<file path="config.mk">
export PLATFORM = sky130hd
export DESIGN_NAME = occ_rom_arbiter
export DESIGN_NICKNAME = d
export VERILOG_FILES = /design/src/rtl/accel_pkg.sv /design/src/rtl/rr_pick.sv /design/src/rtl/occ_rom_arbiter.sv
export SDC_FILE = /design/constraint.sdc
export NUM_CORES = 1
export LEC_CHECK = 0
export CORE_UTILIZATION = 30
export CTS_CLUSTER_DIAMETER = 40
export DETAILED_ROUTE_END_ITERATION = 6
export HOLD_SLACK_MARGIN = 0.1
export PLACE_DENSITY_LB_ADDON = 0.12
export SLEW_MARGIN = 20
export SYNTH_ARGS = -nofsm -noshare
export SYNTH_HDL_FRONTEND = slang
export SYNTH_SLANG_ARGS = --single-unit
</file>
<file path="constraint.sdc">
create_clock -name clk -period 3 [get_ports clk]
set_input_delay 0.6 -clock clk [delete_from_list [all_inputs] [get_ports clk]]
set_output_delay 0.6 -clock clk [all_outputs]
set_load 0.05 [all_outputs]
</file>
<file path="src/rtl/accel_pkg.sv">
`default_nettype none
// +----------------------------------------------------------------+
// | accel_pkg : shared FSM encoding and defaults for accel blocks  |
// | rev 1.0                                                        |
// +----------------------------------------------------------------+
package accel_pkg;

  localparam int NUM_CH_DEF  = 4;
  localparam int ADDR_W_DEF  = 8;
  localparam int DATA_W_DEF  = 32;
  localparam int TIMEOUT_DEF = 15;

  // Wait counter is sized for the largest legal TIMEOUT (255)
  localparam int CNT_W = 8;

  typedef logic [1:0] state_t;

  localparam logic [1:0] ST_IDLE  = 2'd0;
  localparam logic [1:0] ST_ISSUE = 2'd1;
  localparam logic [1:0] ST_RESP  = 2'd2;

endpackage
`default_nettype wire

</file>
<file path="src/rtl/rr_pick.sv">
`default_nettype none
// +----------------------------------------------------------------+
// | rr_pick : combinational circular search, first req at/after ptr|
// | rev 1.0                                                        |
// +----------------------------------------------------------------+
module rr_pick #(
  parameter int NUM_CH = 4,
  parameter int IDX_W  = $clog2(NUM_CH)
) (
  input  logic [NUM_CH-1:0] req_i,
  input  logic [IDX_W-1:0]  ptr_i,
  output logic [IDX_W-1:0]  idx_o,
  output logic              any_o
);

  localparam int SW = IDX_W + 1;

  logic [SW-1:0] w_sum;

  // Scan from the farthest offset down so the nearest requester wins
  always_comb begin
    idx_o = '0;
    any_o = 1'b0;
    w_sum = '0;
    for (int i = NUM_CH - 1; i >= 0; i--) begin
      w_sum = {1'b0, ptr_i} + SW'(i);
      if (w_sum >= SW'(NUM_CH)) begin
        w_sum = w_sum - SW'(NUM_CH);
      end
      if (req_i[w_sum[IDX_W-1:0]]) begin
        idx_o = w_sum[IDX_W-1:0];
        any_o = 1'b1;
      end
    end
  end

endmodule
`default_nettype wire

</file>
<file path="src/rtl/occ_rom_arbiter.sv">
`default_nettype none
// +----------------------------------------------------------------+
// | occ_rom_arbiter : round-robin sharing of one Occ ROM by lanes  |
// | rev 1.0                                                        |
// +----------------------------------------------------------------+
module occ_rom_arbiter
  import accel_pkg::*;
#(
  parameter int NUM_CH  = NUM_CH_DEF,
  parameter int ADDR_W  = ADDR_W_DEF,
  parameter int DATA_W  = DATA_W_DEF,
  parameter int TIMEOUT = TIMEOUT_DEF
) (
  input  logic                     clk,
  input  logic                     rst_n,
  input  logic [NUM_CH-1:0]        req_i,
  input  logic [NUM_CH*ADDR_W-1:0] addr_i,
  output logic [NUM_CH-1:0]        resp_valid_o,
  output logic [DATA_W-1:0]        resp_data_o,
  output logic                     resp_err_o,
  output logic                     busy_o,
  output logic                     ce_rom_Occ_o,
  output logic [ADDR_W-1:0]        addr_rom_Occ_o,
  input  logic [DATA_W-1:0]        data_Occ_i,
  input  logic                     data_Occ_valid_i
);

  localparam int IDX_W = $clog2(NUM_CH);

  state_t            state_q, state_d;
  logic [IDX_W-1:0]  id_q, id_d;
  logic [IDX_W-1:0]  rr_q, rr_d;
  logic [ADDR_W-1:0] addr_q, addr_d;
  logic [DATA_W-1:0] data_q, data_d;
  logic              err_q, err_d;
  logic [CNT_W-1:0]  cnt_q, cnt_d;

  logic [IDX_W-1:0]  w_pick_idx;
  logic              w_pick_any;
  logic [CNT_W-1:0]  w_cnt_inc;

  rr_pick #(
    .NUM_CH (NUM_CH),
    .IDX_W  (IDX_W)
  ) u_rr_pick (
    .req_i  (req_i),
    .ptr_i  (rr_q),
    .idx_o  (w_pick_idx),
    .any_o  (w_pick_any)
  );

  // Saturating increment; the counter never wraps past TIMEOUT
  assign w_cnt_inc = (cnt_q == CNT_W'(TIMEOUT)) ? cnt_q : cnt_q + CNT_W'(1);

  always_comb begin
    state_d = state_q;
    id_d    = id_q;
    rr_d    = rr_q;
    addr_d  = addr_q;
    data_d  = data_q;
    err_d   = err_q;
    cnt_d   = cnt_q;
    case (state_q)
      ST_IDLE: begin
        if (w_pick_any) begin
          id_d    = w_pick_idx;
          addr_d  = addr_i[w_pick_idx*ADDR_W +: ADDR_W];
          cnt_d   = '0;
          state_d = ST_ISSUE;
        end
      end
      ST_ISSUE: begin
        if (data_Occ_valid_i) begin
          data_d  = data_Occ_i;
          err_d   = 1'b0;
          cnt_d   = '0;
          state_d = ST_RESP;
        end else if (w_cnt_inc == CNT_W'(TIMEOUT)) begin
          data_d  = '0;
          err_d   = 1'b1;
          cnt_d   = w_cnt_inc;
          state_d = ST_RESP;
        end else begin
          cnt_d   = w_cnt_inc;
        end
      end
      ST_RESP: begin
        rr_d    = (id_q == IDX_W'(NUM_CH - 1)) ? '0 : id_q + IDX_W'(1);
        cnt_d   = '0;
        state_d = ST_IDLE;
      end
      default: begin
        state_d = ST_IDLE;
      end
    endcase
  end

  always_ff @(posedge clk or negedge rst_n) begin
    if (!rst_n) begin
      state_q <= ST_IDLE;
      id_q    <= '0;
      rr_q    <= '0;
      addr_q  <= '0;
      data_q  <= '0;
      err_q   <= 1'b0;
      cnt_q   <= '0;
    end else begin
      state_q <= state_d;
      id_q    <= id_d;
      rr_q    <= rr_d;
      addr_q  <= addr_d;
      data_q  <= data_d;
      err_q   <= err_d;
      cnt_q   <= cnt_d;
    end
  end

  for (genvar k = 0; k < NUM_CH; k++) begin : g_resp
    assign resp_valid_o[k] = (state_q == ST_RESP) && (id_q == IDX_W'(k));
  end

  assign resp_data_o    = (state_q == ST_RESP) ? data_q : '0;
  assign resp_err_o     = (state_q == ST_RESP) && err_q;
  assign busy_o         = (state_q != ST_IDLE);
  assign ce_rom_Occ_o   = (state_q == ST_ISSUE);
  assign addr_rom_Occ_o = (state_q == ST_ISSUE) ? addr_q : '0;

endmodule
`default_nettype wire
</file>
Word level (Yosys, flattened, before mapping) --
Cells that the tools add are included.
Operators by class: shifts and indexed selects 1, add/sub/neg operators 9, eq/ne operators 9, muxes and demuxes 35, order comparisons 8, bitwise operators 0, div/mod/pow operators 0, reductions and logical operators 14, multipliers 0
Operator list (number):
- $mux 32 | 3
- $mux 8 | 4
- $shiftx 32x6->8 | 1
- $mux 2 | 12
- $pmux 8 s3 | 1
- $eq 8x4->1 const B | 2
- $lt 2x3->1 const B | 4
- $mux 1 | 10
- $ge 3x3->1 const B | 3
- $add 8x1->8 const B | 1
- $bmux 1 s2 | 4
- $reduce_and 2->1 | 4
- $sub 2x1->2 const B | 4
- $add 2x2->3 const B | 2
- $eq 2x2->1 const B | 3
- $logic_and 1x1->1 | 5
- $eq 2x1->1 const B | 2
- $logic_not 2->1 | 2
- $pmux 2 s2 | 1
- $reduce_bool 2->1 | 2
- $add 2x1->3 const B | 1
- $ge 2x3->1 const B | 1
- $ne 3x1->1 const B | 1
- $reduce_bool 3->1 | 1
- 2 further kinds | 2
Word-level totals: register bits after elaboration 55, bits of input ports 71, memory bits (read-only) 0, output and inout port bits 47, memories 0, bits in writable memories 0, word-level logic and storage cells 83, bits in latches 0

Depth between registers and ports, before layout --
Gate-level depths: netlist (run 1).
depth after elaboration 11, mapped depth 8, mapped depth without buffers 6

Modules after synthesis --
From an unflattened synthesis (run 1), not the netlist that was laid out.
Second synthesis, totals: cell total of the unflattened synthesis 302, area, all modules 3216.8 um^2
Modules (own cells, without submodules):
- occ_rom_arbiter | area each 3139.3 um^2, cells an instance 289, seq. area each 1376.3 um^2, times used 1
- rr_pick | area each 77.6 um^2, cells an instance 13, seq. area each 0.0 um^2, times used 1

Worst setup path before layout (run 1) --
OpenSTA, ideal clock, no wires.
path kind register to output, start point register state_q[1], end point output addr_rom_Occ_o[0], slack 0.314 ns, required time 2.400 ns, path buffers 2, stages on the path, launching flop included 6, data arrival time 2.086 ns, path through dfrtp_1 -> inv_1 -> ha_1 -> clkbuf_1 -> clkbuf_1 -> and2_1
Between the ends: cells in the longest elaborated chain, start to end 2
Ends and longest elaborated chain:
- start, declared | RTL line occ_rom_arbiter.sv:30 | state_t state_q, state_d;
- start signal, assigned | RTL line occ_rom_arbiter.sv:108 | state_q <= state_d;
- $eq 2x1->1
- net ce_rom_Occ_o | RTL line occ_rom_arbiter.sv:22 | output logic ce_rom_Occ_o,
- $mux 8 | RTL line occ_rom_arbiter.sv:126 | assign addr_rom_Occ_o = (state_q == ST_ISSUE) ? addr_q : '0;
- end, declared | RTL line occ_rom_arbiter.sv:23 | output logic [ADDR_W-1:0] addr_rom_Occ_o,
The timed path passes the listed nets, and every way through them passes these cells.

Final worst setup path (run 1) --
start point register cnt_q[0], end point register data_q[10]
Between the ends: cells in the longest elaborated chain, start to end 5, elaborated cells on any way between the ends 6, those cells by class add/sub (1); eq/ne (2); mux (1); reduce/logical (2)
Ends and longest elaborated chain:
- start, declared | RTL line occ_rom_arbiter.sv:36 | logic [CNT_W-1:0] cnt_q, cnt_d;
- start signal, assigned | RTL line occ_rom_arbiter.sv:114 | cnt_q <= cnt_d;
- $add 8x1->8 or $eq 8x4->1 (tied branches) | RTL line occ_rom_arbiter.sv:53 | assign w_cnt_inc = (cnt_q == CNT_W'(TIMEOUT)) ? cnt_q : cnt_q + CNT_W'(1);
- $mux 8 (*) | RTL line occ_rom_arbiter.sv:53
- $eq 8x4->1 (*) | RTL line occ_rom_arbiter.sv:78 | end else if (w_cnt_inc == CNT_W'(TIMEOUT)) begin
- $reduce_bool 2->1 (no line) (*)
- $reduce_and 2->1 (no line) (*)
- end signal, assigned | RTL line occ_rom_arbiter.sv:112 | data_q <= data_d;
- end, declared | RTL line occ_rom_arbiter.sv:34 | logic [DATA_W-1:0] data_q, data_d;
Every way passes the cells marked *; elsewhere a longest branch is shown, timed or not. A chain may end at the register's enable or synchronous reset.

==> reports/qor.yml, run 1 <==
run_status:
  outcome: "complete, no violations"
timing:
  period_share_pct: 88.9
  setup_ws_ps: 334
  slew_violations: 0
  finalSetupTns_ps: 0
  rsz0062_at_grt: "false"
  finalWorstPathRequiredPeriod_ps: 2670
  setup_viol: 0
  worst_pin_slew_ps: 940
  relSlewSlack_pct: 37.2
  final_hold_viol_count: 0
  fmax_ghz: 0.375
  fin_skew_ps: 8.59
synthesis:
  synth_area_leaders: "dfrtp_1, a221o_1, and2_1"
  async_flop_share_pct: 100
  synth_ff_type: "dfrtp_1"
  syn_area_um2: 3250
  synth_fp_nets: 383
  seq_area_frac_synth_pct: 42.4
  ys_types: 45
  synth-warning-count: 0
  synth_top_area_cell: "dfrtp_1"
  synth_edf_count: 0
  synth.ff_latch_count: 55
  synth.avg_cell_area_um2: 10.7
  synth_top_area_share_pct: 42.4
  netlist_instances: 303
finish:
  final_cells: 549
  antenna_cells: 0
  drive_gt1_share_pct: 21.5
  nFillCells: 960
  nNetsFinal: 492
  fin_area_um2: 5000
  areaGrowthSynthToFinish_pct: 54.1
placed_design:
  io_buffers: 117
  dpl.hpwl_mm: 6.35
  pre_cts_ws_ps: 134
  dpl_cell_area_um2: 4880
  gp_congestion: 0.804
  dp.cells: 541
pwr:
  leakage_uw: 0.00204
  power_density_nw_per_um2: 957
  power_uw: 4790
  ir_drop_v: 0.000377
floorplan:
  core_um2: 10400
  dieArea_um2: 11200
  rows: 37
  initial_core_util_pct: 31.2
  die_x_um: 106
  die-height_um: 106
  pin_count: 118
setup_path:
  crit_path_max_incr_delay_ps: 500
  cp_slowest_cell: "dfrtp_1"
  crit_required_ps: 3200
  path_cells: "ha_1 > and3_4 > a2111o_1 > a222oi_1 > buf_4 > a21oi_4 > a221o_2"
  worstSetupPathType: "flip-flop to flip-flop"
  cp-start-kind: "flip-flop"
  end_kind: "flip-flop"
  cp_num_buf_inv: 1
  critPathTopFamily: "compound AO/OA/AOI/OAI gates"
  cp_max_fo: 33
  critical_path_arrival_ps: 2870
route:
  first_iter_violations: 122
  drc_errors: 0
  wl_per_cell_um: 15.7
  vias: 2770
  first_pass_iters: 4
  avgViaCountPerCell: 5.05
  postRouteAntennaNets: 0
  wirelength_mm: 8.62
cts:
  cts_setup_buffers: 0
  cts_hold_buf: 0
  cts_resized: 0
  numClockSinks: 55
  cts_tree: "built"
  cts_buffers: 5
  insertion_delay_ps: 310
  clock_path_buffers: 2
  cts_root_buf: "clkbuf_8"
  cts_max_level: 2
  clkSlewWorstSetupHoldPaths_ps: 110
global_route:
  grt_pass1_vias: 2751
  grtUsageTotal_pct: 15.7
  grt_max_degree: 34
  antenna_found_initial: 0
  grt-ovfl-total: 0
  grt_pass1_wl_mm: 14.1
min_path:
  hold_class: "input pin to asynchronous set/reset pin"
job:
  drv_cap: 0
[metrics by stage]
step           hold slack (ps)  util [%]
6_report                   287      48.0
5_1_grt                    320      48.0
3_5_place_dp               490      46.9
3_3_place_gp               485      46.9
4_1_cts                    296      48.0
2_1_floorplan              304         -
[registers in the layout (all words and copies together) (netlist names)]
register  flops
cnt_q         8
id_q          2
addr_q        8
rr_q          2
err_q         1
state_q       2
data_q       32
[layer usage]
| layer | up-vias | GRT usage [%] | wire (µm) |
|---|---|---|---|
| met5 | - | 0 | 0 |
| met4 | 0 | 2.38 | 44 |
| met3 | 4 | 5.40 | 765 |
| met2 | 109 | 25.2 | 3830 |
| met1 | 1321 | 20.8 | 3980 |
| li1 | 1336 | - | - |
[worst paths after layout]
path	startpoint	to	slack, ps	depth (start not counted)
worst max-delay path	cnt_q[0]	data_q[10]	330	7
worst min-delay path	rst_n	data_q[12]	290	1
worst max register to register	cnt_q[0]	data_q[10]	330	7
worst min register to register	addr_q[2]	addr_q[2]	510	1
max in group asynchronous	rst_n	data_q[0]	2030	2
min in group clk	addr_q[2]	addr_q[2]	510	1
[report_power, final]
group / leakage [µW] / total [µW] / switching (µW) / internal, µW
clock network: 0.0000618 / 530 / 255 / 275
registers: 0.000643 / 1270 / 207 / 1060
logic: 0.00134 / 2990 / 1590 / 1400
[cell type report]
cell class / instances / area, µm² / share of cell area (%)
clock buffers: 6 / 82.6 / 1.65
clock inverters: 2 / 38.8 / 0.775
inverters: 10 / 37.5 / 0.750
multi-input cells: 215 / 1720 / 34.5
flip-flops and latches: 55 / 1380 / 27.5
well taps: 136 / 170 / 3.40
repair buffers: 125 / 1570 / 31.5
[cells in the final DEF, fill, tap and decap left out, types with 6 or more instances in the layout]
cell type / Yosys / final
ha_1: 9 / 8
clkbuf_8: 0 / 6
and2_1: 46 / 46
dfrtp_1: 55 / 55
mux4_2: 8 / 8
a21oi_1: 7 / 7
nand2_1: 7 / 7
inv_1: 10 / 10
a221o_1: 29 / 29
buf_12: 0 / 37
nor2b_1: 33 / 33
o31ai_1: 7 / 7
o21ai_0: 10 / 10
clkdlybuf4s50_1: 0 / 70
mux2_2: 9 / 9
buf_4: 0 / 17
nor2_1: 8 / 8
[synthesized netlist by cell type, drive strengths merged (9+ instances only)]
cell	count
dfrtp	55
inv	10
and2	47
a221o	32
nor2b	33
o21ai	10
ha	9
clkbuf	15
mux2	9
[kinds of logic after synthesis]
family	share of synthesized area [%]
AND/OR/NAND/NOR	20.5
AO/OA/AOI/OAI	19.0
flip-flops	42.4
buffers and inverters	4.82
multiplexers	9.60
adder cells (fa/ha/maj)	3.47
XOR/XNOR	0.270
Power figures use the tool's default switching activity.
==> inputs of run 2 (changes only) <==
- RECOVER_POWER: not set -> 100
==> run 2 against run 1 <==
  * Cell area down 0.43%
  * Combinational power decreased by 1%
  * First-iteration DRC count up 5.7%
  * Die area stayed put
  * Global-route usage is the same
  * Routed wire length shrank 0.10%
  * Largest power group unchanged
  * Sequential share of layout area up 0.12 points
  * Core utilization shrank 0.20 points
  * Via count about the same
  * Critical path depth is 2 lower
  * Fmax down 0.97%
==> reports/qor.yml, run 2 (synthesized netlist as in run 1, its figures left out) <==
floorplan:
  pin_count: 118
  die-height_um: 106
  rows: 37
  core_um2: 10400
  initial_core_util_pct: 31.2
  die_x_um: 106
  dieArea_um2: 11200
global_route:
  grt_max_degree: 34
  grt_pass1_vias: 2751
  grtUsageTotal_pct: 15.7
  grtUsageMet1_pct: 20.8
  grt_use_met2_pct: 25.2
  antenna_found_initial: 0
  global_route.usage.met3_pct: 5.40
  grt-ovfl-total: 0
  grt_pass1_wl_mm: 14.1
  busiest_layer: "met2"
cts:
  clock_path_buffers: 2
  cts_buffers: 5
  cts_tree: "built"
  insertion_delay_ps: 310
  cts_setup_buffers: 0
  clkSlewWorstSetupHoldPaths_ps: 100
  cts_resized: 0
  cts_root_buf: "clkbuf_8"
  cts_hold_buf: 0
  cts_max_level: 2
  numClockSinks: 55
setup_path:
  path_cells: "inv_1 > ha_1 > clkbuf_1 > and2_0 > buf_12"
  critical_path_arrival_ps: 2090
  cp_slowest_cell: "clkbuf_1"
  r2r_slack_ps: 340
  cp_max_fo: 20
  crit_required_ps: 2400
  worstSetupPathType: "flip-flop to output pin"
  cp-start-kind: "flip-flop"
  crit_path_max_incr_delay_ps: 580
  end_kind: "output pin"
pwr:
  ir_drop_v: 0.000370
  power_uw: 4760
  power_density_nw_per_um2: 954
  leakage_uw: 0.00199
timing:
  final_hold_viol_count: 0
  rsz0062_at_grt: "false"
  relSlewSlack_pct: 4.35
  setup_viol: 0
  finalWorstPathRequiredPeriod_ps: 2690
  worst_pin_slew_ps: 1430
  period_share_pct: 89.8
  fmax_ghz: 0.371
  finalSetupTns_ps: 0
  whs_ps: 511
  slew_violations: 0
  fin_skew_ps: 8.02
route:
  postRouteAntennaNets: 0
  drc_errors: 0
  wl_per_cell_um: 15.7
  first_pass_iters: 4
  avgViaCountPerCell: 5.04
  first_iter_violations: 129
  vias: 2768
  wirelength_mm: 8.62
finish:
  drive_gt1_share_pct: 20.1
  largest_reg_flops: 32
  layout_common_cells: "clkdlybuf4s50_1, dfrtp_1, and2_0, buf_12, nor2b_1"
  final_common_cell: "clkdlybuf4s50_1"
  nNetsFinal: 492
  areaGrowthSynthToFinish_pct: 53.4
  top_regs: "data_q x32, addr_q x8, cnt_q x8"
  antenna_cells: 0
  largest-register: "data_q"
run_status:
  outcome: "complete, no violations"
job:
  drv_cap: 0
placed_design:
  io_buffers: 117
  dpl.hpwl_mm: 6.35
  gp_congestion: 0.804
min_path:
  hold_class: "flip-flop to flip-flop"
-- run 2: cell count changes in the layout (fill, tap and decap cells not counted) --
cell,before,now
and2_0,0,41
and2_1,46,5
buf_2,1,0
buf_4,17,12
clkbuf_1,0,5
clkbuf_2,0,1
clkdlybuf4s50_1,70,68
dlygate4sd3_1,0,2
ha_1,8,9
ha_2,1,0
-- run 2: worst paths after layout --
kind / start / end / cells after the start
setup / recovery: state_q[0] / resp_data_o[6] / 5
hold / removal: addr_q[2] / addr_q[2] / 1
setup reg to reg: cnt_q[0] / data_q[10] / 7
hold reg to reg: addr_q[2] / addr_q[2] / 1
max in group asynchronous: rst_n / data_q[0] / 2
min in group asynchronous: rst_n / data_q[12] / 1
-- run 2: cell type report --
cell class	count	area, µm²
fillers	965	5430
multi-input cells	215	1720
repair buffers	125	1560
flip-flops and latches	55	1380
well taps	136	170
clock buffers	6	82.6
clock inverters	2	38.8
inverters	10	37.5
-- run 2: stage by stage --
step	cells	area [µm²]	setup WS [ps]	utilization [%]
after floorplan	303	3250	314	-
after global placement	541	4880	183	46.9
after detailed placement	541	4880	134	46.9
after CTS	549	5000	317	48.0
after global routing	549	4980	113	47.8
final	549	4980	307	47.8
-- run 2: worst max-delay path: cells and delay by family (launching register included) --
kind / cells / cell delay, ps
fa+ha+maj: 1 / 190
buf+inv: 3 / 890
flops: 1 / 400
simple gates: 1 / 300
-- run 2: power breakdown --
part / internal (µW) / switching (µW) / total (µW)
clock network: 275 / 258 / 534
registers: 1060 / 208 / 1270
logic: 1360 / 1600 / 2950
-- run 2: routing by layer --
metal | part of all wire (%) | vias up | wire [µm]
li1 | - | 1338 | -
met1 | 46 | 1321 | 4000
met2 | 45 | 105 | 3850
met3 | 8.4 | 4 | 721
met4 | 0.51 | 0 | 44
met5 | 0 | - | 0
==> inputs of run 3 (changes only) <==
--- a/config.mk
+++ b/config.mk
@@ -7,4 +7,4 @@
 export LEC_CHECK = 0
+export CAP_MARGIN = 20
 export CORE_UTILIZATION = 30
-export CTS_CLUSTER_DIAMETER = 40
 export DETAILED_ROUTE_END_ITERATION = 6
--- a/constraint.sdc
+++ b/constraint.sdc
@@ -3,2 +3,2 @@
 set_output_delay 0.6 -clock clk [all_outputs]
-set_load 0.05 [all_outputs]
+set_load 0.02 [all_outputs]
==> run 3 against run 2 <==
  * Critical path depth decreased by 1
  * Power decreased by 19%
  * Count of clock-buffer cells in the layout unchanged
  * Via count decreased by 1.8%
==> reports/qor.yml, run 3 (synthesized netlist as in run 1, its figures left out) <==
global_route:
  grt_use_met2_pct: 24.8
  grt-ovfl-total: 0
  antenna_found_initial: 0
  grt_max_degree: 34
  grt_pass1_vias: 2728
  global_route.usage.met3_pct: 5.46
  busiest_layer: "met2"
  grt_pass1_wl_mm: 13.7
  grtUsageMet1_pct: 20.0
  grtUsageTotal_pct: 15.3
route:
  drc_errors: 0
  first_pass_iters: 4
  wl_per_cell_um: 15.3
  avgViaCountPerCell: 4.97
  vias: 2717
  wirelength_mm: 8.38
  postRouteAntennaNets: 0
  first_iter_violations: 205
setup_path:
  cp_slowest_cell: "dlygate4sd3_1"
  crit_required_ps: 2400
  cp_max_fo: 17
  critPathTopFamily: "buffers and inverters"
  crit_path_max_incr_delay_ps: 680
  critical_path_arrival_ps: 2140
  worstSetupPathType: "flip-flop to output pin"
  cp_num_buf_inv: 2
  cp-start-kind: "flip-flop"
  end_kind: "output pin"
  path_cells: "inv_1 > ha_2 > and2_1 > dlygate4sd3_1"
finish:
  utilization_pct: 44.4
  final_common_cell: "clkdlybuf4s50_1"
  drive_gt1_share_pct: 9.49
  nNetsFinal: 491
  largest_reg_flops: 32
  antenna_cells: 0
  top_regs: "data_q x32, addr_q x8, cnt_q x8"
  final_cells: 547
  areaGrowthSynthToFinish_pct: 42.5
  largest-register: "data_q"
  nFillCells: 1007
  layout_common_cells: "clkdlybuf4s50_1, dfrtp_1, dlygate4sd3_1, and2_1, nor2b_1"
placed_design:
  dpl.hpwl_mm: 5.92
  pre_cts_ws_ps: 132
  gp_congestion: 0.798
  io_buffers: 117
  dp.cells: 540
timing:
  relSlewSlack_pct: 7.56
  fin_skew_ps: 6.06
  setup_viol: 0
  final_hold_viol_count: 0
  fmax_ghz: 0.364
  period_share_pct: 91.5
  rsz0062_at_grt: "false"
  finalWorstPathRequiredPeriod_ps: 2740
  setup_ws_ps: 256
  slew_violations: 0
  worst_pin_slew_ps: 1390
  finalSetupTns_ps: 0
cts:
  cts_tree: "built"
  cts_buffers: 5
  clkSlewWorstSetupHoldPaths_ps: 90
  numClockSinks: 55
  cts_root_buf: "clkbuf_8"
  cts_setup_buffers: 0
  cts_max_level: 2
  clock_path_buffers: 2
  cts_hold_buf: 0
  insertion_delay_ps: 300
  cts_resized: 0
floorplan:
  core_um2: 10400
  pin_count: 118
  rows: 37
  die-height_um: 106
  initial_core_util_pct: 31.2
  dieArea_um2: 11200
  die_x_um: 106
job:
  drv_cap: 0
pwr:
  power_uw: 3860
  power_density_nw_per_um2: 835
  leakage_uw: 0.00197
  ir_drop_v: 0.000437
min_path:
  hold_class: "flip-flop to flip-flop"
run_status:
  outcome: "complete, no violations"
[run 3: worst register-to-register path, cell delays in order (launching register included)]
cell and delay (ps):
dfrtp_1 500, ha_1 310, and3_4 200, a2111o_1 410, a222oi_1 260, buf_4 200, a21oi_4 220, a221o_2 450
[run 3: per-stage QoR]
step / cell area (µm²) / hold slack [ps]
4_1_cts: 4640 / 322
6_report: 4630 / 507
2_1_floorplan: 3250 / 304
5_1_grt: 4630 / 527
3_3_place_gp: 4540 / 484
3_5_place_dp: 4540 / 489
[run 3: worst paths after layout]
kind	start	endpoint	slack [ps]	cells past startpoint
max	state_q[1]	addr_rom_Occ_o[1]	260	4
min	addr_q[3]	addr_q[3]	510	1
max reg2reg	cnt_q[0]	data_q[9]	330	7
min reg2reg	addr_q[3]	addr_q[3]	510	1
max in group asynchronous	rst_n	addr_q[0]	930	2
min in group asynchronous	rst_n	data_q[23]	590	1
[run 3: routing by layer]
metal / vias up / wire (µm) / part of all wire [%]
li1: 1333 / - / -
met1: 1264 / 3820 / 46
met2: 115 / 3690 / 44
met3: 5 / 835 / 10
met4: 0 / 41 / 0.49
met5: - / 0 / 0
[run 3: cell type report]
cell class                      count  area [µm²]  share of cell area (%)
Clock inverter                      1        30.0                   0.649
Multi-Input combinational cell    215        1720                    37.3
Clock buffer                        6        72.6                    1.57
Tap cell                          136         170                    3.68
Sequential cell                    55        1380                    29.8
Inverter                           10        37.5                   0.811
Timing Repair Buffer              124        1210                    26.3
[run 3: power by group]
part | switching, µW | leakage, µW | internal (µW)
combinational | 1050 | 0.00127 | 1070
sequential | 202 | 0.000643 | 1060
clock | 232 | 0.0000513 | 245
total | 1480 | 0.00197 | 2380
